[src/rtl/boot_loader.sv]
// boot_loader: assembles a length-prefixed, XOR-checked byte stream into instruction memory and holds the CPU until verified.
module boot_loader #(
  parameter int AWIDTH  = 10,
  parameter int TIMEOUT = 1000000
) (
  input  logic        clk,
  input  logic        rst,
  input  logic [7:0]  rx_data,
  input  logic        rx_valid,
  output logic        rx_ready,
  output logic        imem_wren,
  output logic [31:0] imem_addr,
  output logic [31:0] imem_wdata,
  output logic        cpu_hold,
  output logic        done,
  output logic        error,
  output logic [15:0] word_count
);
  typedef enum logic [2:0] {IDLE, LEN0, LEN1, DATA, WRITE, CSUM, DONE, ERROR} state_t;
  state_t      state;
  logic [7:0]  len_lo, xsum;
  logic [1:0]  bcnt;
  logic [15:0] index, n_new;
  logic [31:0] word, tcnt;
  logic        xfer, counting;
  assign rx_ready   = state inside {LEN0, LEN1, DATA, CSUM};
  assign xfer       = rx_valid && rx_ready;
  assign counting   = state inside {LEN1, DATA, CSUM};
  assign n_new      = {rx_data, len_lo};
  assign imem_wren  = state == WRITE;
  assign imem_addr  = {14'd0, index, 2'b00};
  assign imem_wdata = word;
  assign cpu_hold   = state != DONE;
  assign done       = state == DONE;
  assign error      = state == ERROR;
  always_ff @(posedge clk or negedge rst) begin
    if (!rst) begin
      state      <= IDLE;
      len_lo     <= '0;
      xsum       <= '0;
      bcnt       <= '0;
      index      <= '0;
      word       <= '0;
      tcnt       <= '0;
      word_count <= '0;
    end else begin
      if (xfer) tcnt <= '0;
      else if (counting) tcnt <= tcnt + 32'd1;
      case (state)
        IDLE: begin
          state <= LEN0;
          tcnt  <= '0;
        end
        LEN0: if (xfer) begin
          len_lo <= rx_data;
          xsum   <= xsum ^ rx_data;
          state  <= LEN1;
        end
        LEN1: if (xfer) begin
          word_count <= n_new;
          xsum       <= xsum ^ rx_data;
          state      <= (32'(n_new) > (32'd1 << AWIDTH)) ? ERROR : (n_new == 16'd0) ? CSUM : DATA;
        end
        DATA: if (xfer) begin
          word  <= {rx_data, word[31:8]};
          xsum  <= xsum ^ rx_data;
          bcnt  <= bcnt + 2'd1;
          state <= (bcnt == 2'd3) ? WRITE : DATA;
        end
        WRITE: begin
          index <= index + 16'd1;
          state <= (index + 16'd1 == word_count) ? CSUM : DATA;
        end
        CSUM: if (xfer) state <= (rx_data == xsum) ? DONE : ERROR;
        default: ;
      endcase
      // an idle gap of TIMEOUT cycles mid-load aborts; overrides any transition above
      if (counting && !xfer && (tcnt + 32'd1 >= 32'(TIMEOUT))) state <= ERROR;
    end
  end
endmodule

[config.mk]
export PLATFORM = sky130hd
export DESIGN_NAME = boot_loader
export DESIGN_NICKNAME = d
export VERILOG_FILES = /design/src/rtl/boot_loader.sv
export SDC_FILE = /design/constraint.sdc
export NUM_CORES = 1
export LEC_CHECK = 0
export CORE_UTILIZATION = 59
export DETAILED_ROUTE_END_ITERATION = 7
export PLACE_DENSITY_LB_ADDON = 0.15
export SYNTH_ARGS = -nofsm -noshare
export SYNTH_HDL_FRONTEND = slang
export SYNTH_SLANG_ARGS = --single-unit
[constraint.sdc]
create_clock -name clk -period 7.3 [get_ports clk]
set_input_delay 1.46 -clock clk [delete_from_list [all_inputs] [get_ports clk]]
set_output_delay 1.46 -clock clk [all_outputs]
set_load 0.02 [all_outputs]
==> metrics.log <==
[metrics] status: finished, final reports clean
[metrics] routed vias: 5,051
[metrics] full die area: 11,300 sq um
[metrics] final setup slack of the worst path: 3.31 ns
[metrics] post-route setup TNS: 0 ns
[metrics] Post-CTS Setup Repair Bufs: 0
[metrics] pin count of the biggest net entering global routing: 67
[metrics] max-slew violation count: 0
[metrics] detailed router's first-iteration violation count: 404
[metrics] leakage component of the power: 3.27 nW
[metrics] Clock Latency Late Sink: 0.53 ns
[metrics] unrepaired setup endpoints after global routing: no
[metrics] count of endpoints failing setup in the final report: 0
[metrics] type of the worst setup path: reg2out
[metrics] arrival time at the worst endpoint: 2.53 ns
[metrics] number of buffers created by CTS: 17
[metrics] Fmax achieved: 250 MHz
[metrics] post-detailed-route wirelength per cell: 17.3 um
[metrics] maximum net fanout on the critical path: 14
[metrics] number of hold buffers added after CTS: 0
[metrics] sequential element share of the synthesized area: 45.6%
[metrics] initial antenna violation count: 0
[metrics] row count: 37
[metrics] Clock H-tree levels: 4
[metrics] height of the chip: 106 um
[metrics] worst ir drop on vdd: 336 uV
[metrics] Synth Cell Area: 6420 sq um
[metrics] growth of design area from synthesis to finish: 20.0%
[metrics] HPWL after detailed placement: 9710 um
[metrics] count of TritonRoute iterations in the first routing pass: 5
[metrics] max-cap viol count: 0
[metrics] clock root buffer master: clkbuf_8
[metrics] number of design rule violations left after detail routing: 0
[metrics] largest family of logic cells by synthesized area: simple AND/OR/NAND/NOR gates
[metrics] die width: 106 um
[metrics] final weighted congestion of routability-driven global placement: 0.885
[metrics] remaining antenna violation count: 0
[metrics] area share of the largest cell type after synthesis: 45.6%
[metrics] global-route total usage across every layer: 27.7%
[metrics] Synth Register Bits: 117
[metrics] post-synthesis cell type with the largest combined area: dfrtp_1
[metrics] number of distinct standard cells referenced by the synthesized netlist: 68
[metrics] Min-Delay Path Class: reg2reg
[metrics] vias in the first global route: 5,019
[metrics] share of post-route cells with drive strength above 1: 15.8%
[metrics] post-synthesis share of cell area spent on full adders, half adders and majority gates: 0.585%
[metrics] total congestion overflow after global routing: 0
[metrics] synthesis warning total: 0
[metrics] post-layout min period: 3.99 ns
[metrics] overall routed net length: 14,600 um
[metrics] count of input and output buffers: 79
[metrics] ports placed on the boundary: 96
[metrics] proportion of register bits with asynchronous set or reset after synthesis: 100%
[metrics] Finished Layout Cells: 844
[metrics] CTS tree: yes
[metrics] first-pass GRT wire length: 24,400 um
[metrics] post-synthesis instance total: 630
[metrics] Antenna Cells: 0
[metrics] Crit. End Element: primary output
[metrics] Synth Area in Compound Gates: 12.3%
[metrics] initial cell density of the core: 61.6%
[metrics] post-placement setup slack: 3.39 ns
[metrics] post-route fraction of the period consumed by the critical path: 54.7%
[metrics] share of synthesized area spent on multiplexers: 10.3%
[metrics] count of instances resized after the clock tree is built: 0
[metrics] synthesized-area fraction occupied by and/or/nand/nor cells: 16.8%
[metrics] Worst slew margin: 19.5%
[metrics] leading register cell type out of synthesis: dfrtp_1
[metrics] clock skew: 0.00840 ns
[metrics] buffer levels on the longest clock path: 2
[metrics] Clock Pin Slew Worst Setup and Hold Paths: 0.06 ns
[metrics] placed instance area: 7160 sq um
[metrics] number of cells in the design after placement: 813
[metrics] filler cell count in the final layout: 746
[metrics] launching element type of the critical path: flip-flop
[metrics] final cell area excluding filler cells: 7700 sq um
[metrics] Post-layout nets: 710
[metrics] Synth area leaders: dfrtp_1, mux2_2, xnor2_1
[metrics] post-synthesis average cell area: 10.2 sq um
[metrics] CTS sink cnt: 117
[metrics] via/cell ratio: 5.98
[metrics] slew at the pin closest to its max-slew limit: 1.20 ns
[metrics] EDFF count, synth: 0
[metrics] endpoints failing hold: 0
[metrics] share of the synthesized netlist area taken by xor and xnor gates: 8.87%
[metrics] PD cells: 297 nW/um^2
[metrics] post-route total power: 0.00229 W
[metrics] Core Box Area: 10,400 sq um
[metrics] data required time of the worst path: 5.84 ns
==> through the flow <==
stage | hold slack, ns | util, %
2_1_floorplan | 0.453 | -
3_3_place_gp | 0.468 | 68.7
3_5_place_dp | 0.481 | 68.7
4_1_cts | 0.497 | 73.9
5_1_grt | 0.511 | 73.9
6_report | 0.495 | 73.9
==> worst paths after layout <==
check | cells past startpoint | from | to | slack (ns)
hold / removal | 1 | xsum[7]$_DFFE_PN0P_ | xsum[7]$_DFFE_PN0P_ | 0.50
hold reg to reg | 1 | xsum[7]$_DFFE_PN0P_ | xsum[7]$_DFFE_PN0P_ | 0.50
setup / recovery | 4 | state[0]$_DFFE_PN0P_ | imem_wren | 3.31
min in group asynchronous | 1 | rst | imem_wdata[16]$_DFFE_PN0P_ | 0.95
max in group asynchronous | 2 | rst | index[1]$_DFFE_PN0P_ | 5.07
setup reg to reg | 9 | index[0]$_DFFE_PN0P_ | state[2]$_DFFE_PN0P_ | 4.09
==> per-layer routing <==
layer,global-route usage (%),wire length [um],up-vias
met4,11.8,273,0
met1,35.3,6190,2531
met5,0,0,-
met3,6.50,654,22
met2,45.4,7480,151
li1,-,-,2347
==> synth_stat cells, drive strengths merged, types with 2 or more instances <==
master and count:
or4 4, or3 3, mux2 57, xor2 16, nor2b 5, ha 3, nor3 10, o31ai 11
and3 9, a21o 5, o2111ai 3, nor2 45, xnor2 49, and4 3, a31oi 8, o211ai 3
a21oi 17, nand3 26, dfrtp 117, or2 4, mux2i 2, clkbuf 23, nand2 57, o22ai 2
a32oi 2, or4b 2, nor4 7, a41oi 2, inv 11, a32o 2, o41ai 6, nand4 17
o2bb2ai 2, buf 26, and2 3, o21ai 52, clkinv 2
==> layout by cell type (no fill, tap or decap), types with 5 or more instances in the layout <==
cell / instances
clkdlybuf4s50_1: 78
o21ai_0: 46
nand2_1: 56
xor2_1: 16
a21oi_1: 17
conb_1: 16
nor2_1: 43
nor3_1: 8
nand3_1: 23
o21ai_1: 5
dfrtp_1: 117
clkbuf_16: 16
mux2_2: 56
nand4_1: 16
and3_1: 9
a31oi_1: 8
a21o_1: 5
inv_1: 11
xnor2_1: 49
nor2b_1: 5
o41ai_1: 5
o31ai_1: 11
==> where the power goes <==
part | switching [W] | total (W) | internal, W
Combinational | 0.000292 | 0.000608 | 0.000316
Clock | 0.000298 | 0.000755 | 0.000457
Sequential | 0.000143 | 0.000927 | 0.000784
Total | 0.000733 | 0.00229 | 0.00156
==> worst max-delay path, stage by stage, from the launching register on <==
cell             delay, ns
dfrtp_1               0.57
nor2_1                0.13
nand2_1               0.33
clkinv_1              0.35
clkdlybuf4s50_1       0.63
==> registers in the layout, indices dropped and copies added, names as in the netlist <==
signal	count
imem_wdata	32
xsum	8
bcnt	2
tcnt	32
state	3
index	16
len_lo	8
word_count	16
==> cell type report <==
| type | count | area, sq um | share of cell area (%) |
|---|---|---|---|
| multi-input combinational | 466 | 3210 | 41.7 |
| sequential | 117 | 2930 | 38.0 |
| timing repair buffer | 81 | 803 | 10.4 |
| clock buffer | 19 | 432 | 5.61 |
| tap | 136 | 170 | 2.21 |
| clock inverter | 12 | 108 | 1.40 |
| inverter | 13 | 48.8 | 0.634 |
==> kinds of logic after synthesis <==
group	Yosys count
buf+inv	62
simple gates	199
xor+xnor	65
other cells	1
compound gates	124
flops	117
mux	59
fa+ha+maj	3
Note: power is estimated with default switching activity, not from simulation.
